File: src/rtl/cpu_bus_pkg.sv
// Shared types and helpers for the 6502-class pin-side bus bridge.
package cpu_bus_pkg;

    typedef enum logic [1:0] {S_IDLE, S_ADDR, S_DATA, S_DONE} bus_state_e;

    localparam logic [7:0] BUS_ERR_DATA = 8'hFF;

    function automatic int ceil_div(input int a, input int b);
        return (a + b - 1) / b;
    endfunction

    function automatic int clog2(input int v);
        int r;
        r = 0;
        for (int i = 0; i < 31; i++)
            if ((1 << i) < v) r = i + 1;
        return r;
    endfunction

endpackage

File: src/rtl/cpu_bus_bridge_if.sv
// Core-side and pin-side handshake signals of the bus bridge.
interface cpu_bus_bridge_if import cpu_bus_pkg::*; #(
    parameter int ADDR_W = 16,
    parameter int PIN_W  = 8
) ();
    localparam int ADDR_PH = ceil_div(ADDR_W, PIN_W);

    logic              core_req;
    logic [ADDR_W-1:0] core_ab;
    logic [7:0]        core_do;
    logic              core_we;
    logic [7:0]        core_di;
    logic              core_rdy;
    logic [PIN_W-1:0]  io_in;
    logic [PIN_W-1:0]  io_out;
    logic              io_oeb;
    logic [ADDR_PH-1:0] ale;
    logic              rd_n;
    logic              wr_n;
    logic              wait_in;

    // bridge side
    modport slave (
        input  core_req, core_ab, core_do, core_we, io_in, wait_in,
        output core_di, core_rdy, io_out, io_oeb, ale, rd_n, wr_n
    );

    // core + pin environment side
    modport master (
        output core_req, core_ab, core_do, core_we, io_in, wait_in,
        input  core_di, core_rdy, io_out, io_oeb, ale, rd_n, wr_n
    );

endinterface

File: src/rtl/cpu_bus_bridge_sync_chain.sv
// Multi-flop level synchroniser that resets to 1 (inactive for active-low pins).
module sync_chain #(
    parameter int DEPTH = 2
) (
    input  logic clk,
    input  logic rst_n,
    input  logic d,
    output logic q
);
    logic [DEPTH-1:0] sync_q, sync_d;

    always_comb sync_d = {sync_q[DEPTH-2:0], d};

    always_ff @(posedge clk or negedge rst_n) begin
        if (!rst_n) sync_q <= '1;
        else        sync_q <= sync_d;
    end

    assign q = sync_q[DEPTH-1];

endmodule

File: src/rtl/cpu_bus_bridge.sv
// Multiplexes core address/data over a narrow pin bus with ALE strobes,
// wait states, transfer timeout and synchronised interrupt pins.
module cpu_bus_bridge import cpu_bus_pkg::*; #(
    parameter int ADDR_W      = 16,
    parameter int PIN_W       = 8,
    parameter int WAIT_STATES = 0,
    parameter int SYNC_STAGES = 2,
    parameter int TIMEOUT     = 255
) (
    input  logic clk,
    input  logic rst_n,
    cpu_bus_bridge_if.slave bus,
    input  logic irq_pin_n,
    input  logic nmi_pin_n,
    input  logic err_clr,
    output logic core_irq_n,
    output logic core_nmi_n,
    output logic bus_err
);
    localparam int ADDR_PH = ceil_div(ADDR_W, PIN_W);
    localparam int PH_W    = (clog2(ADDR_PH) > 0) ? clog2(ADDR_PH) : 1;
    localparam int AX_W    = ADDR_PH * PIN_W;
    localparam logic [PH_W-1:0] LAST_PH = PH_W'(ADDR_PH - 1);

    bus_state_e         state_q, state_d;
    logic [PH_W-1:0]    phase_q, phase_d;
    logic [ADDR_W-1:0]  addr_q, addr_d;
    logic [7:0]         wdata_q, wdata_d;
    logic               we_q, we_d;
    logic [3:0]         wcnt_q, wcnt_d;
    logic [15:0]        tcnt_q, tcnt_d;
    logic [PIN_W-1:0]   io_out_q, io_out_d;
    logic               io_oeb_q, io_oeb_d;
    logic [ADDR_PH-1:0] ale_q, ale_d;
    logic               rd_n_q, rd_n_d, wr_n_q, wr_n_d;
    logic               rdy_q, rdy_d;
    logic [7:0]         di_q, di_d;
    logic               err_q, err_d;
    logic               drive_data, tmo_evt;

    // Zero-extend the address to whole chunks, then pick chunk k.
    function automatic logic [PIN_W-1:0] chunk(input logic [ADDR_W-1:0] a, input int k);
        logic [AX_W-1:0] ax;
        ax = '0;
        ax[ADDR_W-1:0] = a;
        return ax[k*PIN_W +: PIN_W];
    endfunction

    always_comb begin
        state_d = state_q;  phase_d = phase_q;  addr_d = addr_q;
        wdata_d = wdata_q;  we_d = we_q;        wcnt_d = wcnt_q;
        tcnt_d  = tcnt_q;   di_d = di_q;
        io_out_d = '0;  io_oeb_d = 1'b1;  ale_d = '0;
        rd_n_d = 1'b1;  wr_n_d = 1'b1;    rdy_d = 1'b0;
        drive_data = 1'b0;  tmo_evt = 1'b0;
        case (state_q)
            S_IDLE: if (bus.core_req) begin
                addr_d   = bus.core_ab;
                wdata_d  = bus.core_do;
                we_d     = bus.core_we;
                phase_d  = '0;
                state_d  = S_ADDR;
                io_out_d = chunk(bus.core_ab, 0);
                ale_d    = ADDR_PH'(1);
                io_oeb_d = 1'b0;
            end
            S_ADDR: if (phase_q == LAST_PH) begin
                state_d    = S_DATA;
                wcnt_d     = 4'(WAIT_STATES);
                tcnt_d     = '0;
                drive_data = 1'b1;
            end else begin
                phase_d  = phase_q + 1'b1;
                io_out_d = chunk(addr_q, int'(phase_d));
                ale_d    = ADDR_PH'(1) << phase_d;
                io_oeb_d = 1'b0;
            end
            S_DATA: begin
                // A normal completion takes precedence over a timeout landing on the same cycle.
                if (wcnt_q == 4'd0 && !bus.wait_in) begin
                    state_d = S_DONE;
                    rdy_d   = 1'b1;
                    if (!we_q) di_d = bus.io_in[7:0];
                end else if (TIMEOUT != 0 && ({16'd0, tcnt_q} + 32'd1) == 32'(TIMEOUT)) begin
                    state_d = S_DONE;
                    rdy_d   = 1'b1;
                    di_d    = BUS_ERR_DATA;
                    tmo_evt = 1'b1;
                end else begin
                    wcnt_d     = (wcnt_q == 4'd0) ? 4'd0 : wcnt_q - 4'd1;
                    tcnt_d     = tcnt_q + 16'd1;
                    drive_data = 1'b1;
                end
            end
            S_DONE:  state_d = S_IDLE;
            default: state_d = S_IDLE;
        endcase
        if (drive_data) begin
            io_out_d = we_q ? PIN_W'(wdata_q) : '0;
            io_oeb_d = !we_q;
            wr_n_d   = !we_q;
            rd_n_d   = we_q;
        end
        err_d = tmo_evt ? 1'b1 : (err_clr ? 1'b0 : err_q);
    end

    always_ff @(posedge clk or negedge rst_n) begin
        if (!rst_n) begin
            state_q <= S_IDLE;  phase_q <= '0;  addr_q <= '0;  wdata_q <= '0;
            we_q <= 1'b0;  wcnt_q <= '0;  tcnt_q <= '0;
            io_out_q <= '0;  io_oeb_q <= 1'b1;  ale_q <= '0;
            rd_n_q <= 1'b1;  wr_n_q <= 1'b1;  rdy_q <= 1'b0;
            di_q <= '0;  err_q <= 1'b0;
        end else begin
            state_q <= state_d;  phase_q <= phase_d;  addr_q <= addr_d;  wdata_q <= wdata_d;
            we_q <= we_d;  wcnt_q <= wcnt_d;  tcnt_q <= tcnt_d;
            io_out_q <= io_out_d;  io_oeb_q <= io_oeb_d;  ale_q <= ale_d;
            rd_n_q <= rd_n_d;  wr_n_q <= wr_n_d;  rdy_q <= rdy_d;
            di_q <= di_d;  err_q <= err_d;
        end
    end

    assign bus.io_out   = io_out_q;
    assign bus.io_oeb   = io_oeb_q;
    assign bus.ale      = ale_q;
    assign bus.rd_n     = rd_n_q;
    assign bus.wr_n     = wr_n_q;
    assign bus.core_rdy = rdy_q;
    assign bus.core_di  = di_q;
    assign bus_err      = err_q;

    sync_chain #(.DEPTH(SYNC_STAGES)) u_irq_sync (.clk(clk), .rst_n(rst_n), .d(irq_pin_n), .q(core_irq_n));
    sync_chain #(.DEPTH(SYNC_STAGES)) u_nmi_sync (.clk(clk), .rst_n(rst_n), .d(nmi_pin_n), .q(core_nmi_n));

endmodule

File: src/flat_wrapper.sv
// flat-port wrapper written by rule: the top's interface ports become plain ports
module cpu_bus_bridge_flat import cpu_bus_pkg::*;
#(
    parameter int ADDR_W      = 16,
    parameter int PIN_W       = 8,
    parameter int WAIT_STATES = 0,
    parameter int SYNC_STAGES = 2,
    parameter int TIMEOUT     = 255
)
  (clk, rst_n, irq_pin_n, nmi_pin_n, err_clr, core_irq_n, core_nmi_n, bus_err, bus_core_req, bus_core_ab, bus_core_do, bus_core_we, bus_io_in, bus_wait_in, bus_core_di, bus_core_rdy, bus_io_out, bus_io_oeb, bus_ale, bus_rd_n, bus_wr_n);
  cpu_bus_bridge_if #(.ADDR_W(ADDR_W), .PIN_W(PIN_W)) bus_i ();
  input  logic clk;
  input  logic rst_n;
  input  logic irq_pin_n;
  input  logic nmi_pin_n;
  input  logic err_clr;
  output logic core_irq_n;
  output logic core_nmi_n;
  output logic bus_err;
  input wire logic [$bits(bus_i.core_req)-1:0] bus_core_req;
  input wire logic [$bits(bus_i.core_ab)-1:0] bus_core_ab;
  input wire logic [$bits(bus_i.core_do)-1:0] bus_core_do;
  input wire logic [$bits(bus_i.core_we)-1:0] bus_core_we;
  input wire logic [$bits(bus_i.io_in)-1:0] bus_io_in;
  input wire logic [$bits(bus_i.wait_in)-1:0] bus_wait_in;
  output wire logic [$bits(bus_i.core_di)-1:0] bus_core_di;
  output wire logic [$bits(bus_i.core_rdy)-1:0] bus_core_rdy;
  output wire logic [$bits(bus_i.io_out)-1:0] bus_io_out;
  output wire logic [$bits(bus_i.io_oeb)-1:0] bus_io_oeb;
  output wire logic [$bits(bus_i.ale)-1:0] bus_ale;
  output wire logic [$bits(bus_i.rd_n)-1:0] bus_rd_n;
  output wire logic [$bits(bus_i.wr_n)-1:0] bus_wr_n;
  assign bus_i.core_req = bus_core_req;
  assign bus_i.core_ab = bus_core_ab;
  assign bus_i.core_do = bus_core_do;
  assign bus_i.core_we = bus_core_we;
  assign bus_i.io_in = bus_io_in;
  assign bus_i.wait_in = bus_wait_in;
  assign bus_core_di = bus_i.core_di;
  assign bus_core_rdy = bus_i.core_rdy;
  assign bus_io_out = bus_i.io_out;
  assign bus_io_oeb = bus_i.io_oeb;
  assign bus_ale = bus_i.ale;
  assign bus_rd_n = bus_i.rd_n;
  assign bus_wr_n = bus_i.wr_n;
  cpu_bus_bridge #(.ADDR_W(ADDR_W), .PIN_W(PIN_W), .WAIT_STATES(WAIT_STATES), .SYNC_STAGES(SYNC_STAGES), .TIMEOUT(TIMEOUT)) u_core (.clk(clk), .rst_n(rst_n), .bus(bus_i), .irq_pin_n(irq_pin_n), .nmi_pin_n(nmi_pin_n), .err_clr(err_clr), .core_irq_n(core_irq_n), .core_nmi_n(core_nmi_n), .bus_err(bus_err));
endmodule
File: config.mk
export PLATFORM = sky130hd
export DESIGN_NAME = cpu_bus_bridge_flat
export DESIGN_NICKNAME = d
export VERILOG_FILES = /design/src/rtl/cpu_bus_pkg.sv /design/src/rtl/cpu_bus_bridge_if.sv /design/src/rtl/cpu_bus_bridge_sync_chain.sv /design/src/rtl/cpu_bus_bridge.sv /design/src/flat_wrapper.sv
export SDC_FILE = /design/constraint.sdc
export NUM_CORES = 1
export LEC_CHECK = 0
export CAP_MARGIN = 40
export CORE_MARGIN = 2
export CORE_UTILIZATION = 45
export CTS_CLUSTER_SIZE = 16
export DETAILED_ROUTE_END_ITERATION = 7
export PLACE_DENSITY = 0.77
export SLEW_MARGIN = 15
export SYNTH_ARGS = -nofsm -noshare
export SYNTH_HDL_FRONTEND = slang
export SYNTH_SLANG_ARGS = --single-unit
File: constraint.sdc
create_clock -name clk -period 3.5 [get_ports clk]
set_input_delay 0.35 -clock clk [delete_from_list [all_inputs] [get_ports clk]]
set_output_delay 0.35 -clock clk [all_outputs]
set_load 0.005 [all_outputs]
# == After elaboration in Yosys (flattened, before gate mapping) ==
# Index checks and enable logic that the tools add are counted.
# totals
out_inout_bits,25
regBits,75
mem_bits_ro,0
elab_cells,91
latchBits,0
memories,0
inputBits,40
mem_bits_rw,0
# op_classes
order_cmp,0
n_bitwise,0
n_mul,0
div,0
shifts,2
add_sub_neg,4
mux,44
reduce_logical,14
n_eq_ne,10
# ops
op,count
$mux 8,7
$mux 16,3
$eq 32x8->1 const B,1
$pmux 16 s2,1
$add 16x1->17 const B,1
$mux 1,17
$add 16x1->16 const B,1
$mux 4,4
$pmux 8 s2,1
$shiftx 16x5->8,1
$mux 2,5
$ne 2x2->1 const B,4
$pmux 2 s4,1
$pmux 4 s2,1
$reduce_bool 2->1,4
$pmux 1 s2,3
$reduce_and 3->1,2
$eq 2x2->1 const B,2
$logic_not 4->1,1
$pmux 2 s2,1
$reduce_and 2->1,2
$reduce_and 4->1,1
$sub 4x1->4 const B,1
$ne 3x1->1 const B,1
other kinds (7),8

# == Logic depth before layout (Yosys ltp) ==
# depth
word_depth,6
mapped_depth,10
mapped_depth_nobuf,9

# == Hierarchy ==
# Synthesis repeated with hierarchy kept, for this count alone.
# unflattened
hier_cells,349
area_unflattened_um2,3314.4
# by_module_without_submodules
module,instances,area_per_inst_um2,seq_area_each_um2,cells_each
cpu_bus_bridge,1,3209.3,1580.3,345
sync_chain,2,52.6,52.6,2

# == Worst setup path after synthesis ==
# Ideal clock, no wire load.
# synth_path
path_type,flip-flop to flip-flop
startpoint,register u_core.tcnt_q[0]
endpoint,register u_core.wcnt_q[0]
setup_slack_ps,1197
synth_period_minus_slack_ps,2303
setup_time_ps,120
n_path_buf,1
required_time_ps,3380
path_stages_with_launch,9
arrival_ps,2183
cell_sequence,dfrtp_1 -> ha_1 -> nand3_1 -> nor3_1 -> or3_1 -> a2111oi_4 -> buf_6 -> o41ai_1 -> a31o_2
# synth_via
elab_chain_len,4
# synth_rtl
item,line_no,rtl
"start, declared",cpu_bus_bridge.sv:31,"logic [15:0] tcnt_q, tcnt_d;"
"start signal, assigned",cpu_bus_bridge.sv:116,we_q <= we_d; wcnt_q <= wcnt_d; tcnt_q <= tcnt_d;
$add 16x1->17,cpu_bus_bridge.sv:84,"end else if (TIMEOUT != 0 && ({16'd0, tcnt_q} + 32'd1) == 32'(TIMEOUT)) begin"
$eq 32x8->1,cpu_bus_bridge.sv:84,
$ne 2x2->1 (no line),n/a,
$reduce_and 4->1 (no line),n/a,
"end signal, assigned",cpu_bus_bridge.sv:116,
"end, declared",cpu_bus_bridge.sv:30,"logic [3:0] wcnt_q, wcnt_d;"
# No other way between the ends.
# A chain may end at the register's enable or synchronous reset.

# == Final worst setup path ==
# layout_path
startpoint,register u_core.tcnt_q[0]
endpoint,register u_core.io_out_q[0] (netlist: u_core.bus.io_out[0])
# layout_via
elab_chain_len,6
# layout_rtl
item,line_no,rtl
$add 16x1->17,cpu_bus_bridge.sv:84,
$eq 32x8->1,cpu_bus_bridge.sv:84,
$mux 1,cpu_bus_bridge.sv:84,
$mux 1,cpu_bus_bridge.sv:80,if (wcnt_q == 4'd0 && !bus.wait_in) begin
$pmux 1 s2,cpu_bus_bridge.sv:56,case (state_q)
$mux 8,cpu_bus_bridge.sv:98,if (drive_data) begin
net u_core.io_out_d[0],cpu_bus_bridge.sv:32,"logic [PIN_W-1:0] io_out_q, io_out_d;"
"end signal, assigned",cpu_bus_bridge.sv:117,io_out_q <= io_out_d; io_oeb_q <= io_oeb_d; ale_q <= ale_d;
"end, declared",cpu_bus_bridge.sv:32,
# The timed path passes the listed nets, and every way through them passes these cells.

==> results.ini <==
[synthesis]
synth_edf_count=0
async_flop_share=1.000
syn_nets=424
synth_cells=377
ys.flop_type=dfrtp_1
yosys_warnings=0
netlist_area_sq_um=3435
syn_avg_cell_area_sq_um=9.110
synthDistinctLibCells=50
synth-seq-cells=67
seq_area_frac_synth=0.4907

[cells_and_area]
nNetsFinal=484
nFillCells=616
final_cells=541
multiInputGateArea_sq_um=1610
final_util=0.5981
seq_area_sq_um=1685
n_antenna_cell=0
area_growth_pct=27.65
drive_above_1_share=0.08597

[pwr]
p_total_mw=3.467
peakVddDrop_uv=464.9
p_per_area_nw_per_um2=790.7
p_leak_nw=1.867

[sta]
clock_skew_ps=8.584
slew_violations=0
timing.final.ws_setup_ps=757.3
timing.slew.headroom=0.4669
grt_setup_unrepaired=false
hold_viol_final=0
post-route-period-util=0.7836
tightest_slew_ps=797.5
fin_setup_tns_ps=0
fin_crit_ps=2743
fmax_mhz=364.6
finalSetupViolations=0

[drt]
wl_per_cell_microns=15.36
drcViolationCount=0
ant_nets=0
dr.pass1.iters=5
routed_wirelength_microns=8308
vias=3066
via_per_inst=5.667
initialDrtViolationCount=235

[global_route]
grt_pass1_wl_microns=14030
grt_overflow=0
grt_usage=0.2102
grt_pass1_vias=2891
antenna_found_initial=0
grt_start_max_net_pins=37

[cts]
htree_num_levels=3
clock_latency_ps=350
cts_setup_buffers=0
cts_root_buf=clkbuf_8
cts_tree=yes
cts_hold_buf=0
clk_pin_slew_ps=80
cts.path.max_buffers=2
cts_sinks=67
cts_made_buffers=9
cts-resized-gates=0

[critical_path]
crit_slowest_cell=dfrtp_1
r2r_cells=8
crit_end=u_core.bus.io_out[0]
r2r_start=u_core.tcnt_q[0]
timing.critical_path.mode_cell=nand3_1
cp-startpoint=u_core.tcnt_q[0]
critPathMaxFanout=22
critPathBufInv=1
cp.arrival_ps=2970
reg2reg_slack_ps=760
critical_path_class=reg2reg
crit_path_start_kind=register
cpPeakStageDelay_ps=470
cp_cell_sequence=ha_1 > nand3_1 > nor3_1 > nand3_1 > a2111oi_4 > buf_4 > o21a_1 > o21ai_0
path_depth=8
reg2reg_to=u_core.bus.io_out[0]
required_ps=3720
path_delay_family=compound AO/OA/AOI/OAI gates
end_kind=register

[die]
ios=65
die-area_sq_um=8348
die_h_microns=91.37
initial_core_util=0.4685
rows=31
fp.coreArea_sq_um=7331
fp.dieW_microns=91.37

[placed_design]
dpl.hpwl_microns=5751
port_buffers=64
pre_cts_slack_ps=779.9
gp_congestion=0.8488
post-place-cells=525

[min_path]
hold_path.class=in2async

[run]
maxCapViolCount=0

[status]
status=completed

==> cell families after synthesis <==
logic type,synth area share
simple gates,0.2270
compound gates,0.1913
flops,0.4907
buf+inv,0.04226
fa+ha+maj,0.02550
mux,0.01821
xor+xnor,0.005101
==> registers in the layout (all words and copies together) (netlist names) <==
signal,flops
u_core.bus.io_out,8
u_core.bus_err,1
u_core.bus.core_di,8
u_core.phase_q,1
u_core.u_irq_sync.sync_q,2
u_core.bus.io_oeb,1
u_core.u_nmi_sync.sync_q,2
u_core.state_q,2
u_core.we_q,1
u_core.bus.core_rdy,1
u_core.bus.rd_n,1
u_core.bus.ale,2
u_core.wdata_q,8
u_core.wcnt_q,4
u_core.tcnt_q,16
u_core.addr_q,8
u_core.bus.wr_n,1
==> where the power goes <==
part,leakage [nW],internal (mW),switching (mW)
Sequential,0.858,1.04,0.186
Clock,0.0962,0.352,0.307
Combinational,0.913,0.678,0.908
Total,1.87,2.07,1.40
==> cells in the mapped netlist (2+ instances only) <==
master,instances,area share
or3_1,9,0.016
o21ai_0,28,0.041
a2bb2oi_1,8,0.020
xnor2_1,2,0.0051
a22o_1,2,0.0051
nand2_1,82,0.090
and4_1,2,0.0051
a21oi_1,12,0.017
buf_2,4,0.0058
o31ai_1,6,0.013
nor2_1,12,0.013
and3_1,2,0.0036
and3b_1,2,0.0051
or4_1,2,0.0044
nand2b_1,6,0.011
clkbuf_1,15,0.016
inv_1,11,0.012
dfrtp_1,60,0.44
a22oi_1,8,0.017
a21o_1,3,0.0066
o21a_1,2,0.0044
nand4_1,3,0.0055
o41ai_1,5,0.013
buf_1,2,0.0022
o22ai_1,10,0.018
nor4_1,2,0.0036
ha_1,7,0.025
nor3_1,15,0.022
dfstp_2,7,0.054
a21boi_0,2,0.0044
nand3_1,19,0.028
mux2i_1,4,0.012
o211ai_1,6,0.013
==> how the worst min path moves through the flow <==
stage                                       end  slack, ps  depth (start not counted)
floorplan                     u_core.addr_q[10]         50                          0
global placement    u_core.u_nmi_sync.sync_q[1]        350                          0
detailed placement  u_core.u_nmi_sync.sync_q[1]        350                          0
CTS                           u_core.wdata_q[6]         20                          1
global route                  u_core.wdata_q[6]         50                          1
finish                        u_core.wdata_q[6]         10                          1
==> area by class of cell <==
class,instances,share of cell area
timing repair buffer,72,0.1632
multi-input combinational,275,0.3673
sequential,67,0.3844
clock buffer,11,0.03225
inverter,12,0.01027
tap,99,0.02825
clock inverter,5,0.01427
==> through the flow <==
| stage | hold slack, ps | instance area [sq um] |
|---|---|---|
| 2_1_floorplan | 54.41 | 3435 |
| 3_5_place_dp | 349.7 | 4180 |
| 4_1_cts | 23.47 | 4384 |
| 6_report | 11.48 | 4384 |
| 5_1_grt | 47.57 | 4384 |
| 3_3_place_gp | 345.3 | 4153 |
==> cells in the final DEF, fill, tap and decap left out, types with 2 or more instances in the layout <==
master | Yosys | final
a21o_1 | 3 | 3
a22oi_1 | 8 | 8
and3b_1 | 2 | 2
dfstp_2 | 7 | 7
nand3_1 | 19 | 19
nor2_1 | 12 | 12
mux2i_1 | 4 | 4
o22ai_1 | 10 | 10
and3_1 | 2 | 2
a21oi_1 | 12 | 12
a2bb2oi_1 | 8 | 8
and4_1 | 2 | 2
clkinvlp_4 | 0 | 2
nand2b_1 | 6 | 6
ha_1 | 7 | 7
buf_4 | 0 | 7
xnor2_1 | 2 | 2
nand4_1 | 3 | 3
o41ai_1 | 5 | 5
nor3_1 | 15 | 15
dfrtp_1 | 60 | 60
clkbuf_8 | 0 | 10
inv_1 | 11 | 11
o31ai_1 | 6 | 6
o21a_1 | 2 | 2
nand2_1 | 82 | 82
clkdlybuf4s50_1 | 0 | 63
o21ai_0 | 28 | 28
or4_1 | 2 | 2
nor4_1 | 2 | 2
a21boi_0 | 2 | 2
a22o_1 | 2 | 2
o211ai_1 | 6 | 6
or3_1 | 9 | 9
==> routing by layer <==
layer,vias up,part of all wire,track usage
li1,1468,-,-
met1,1475,0.44,0.2724
met2,113,0.50,0.3438
met3,10,0.056,0.05726
met4,0,0.013,0.06439
met5,-,0,0
Power figures use the tool's default switching activity.
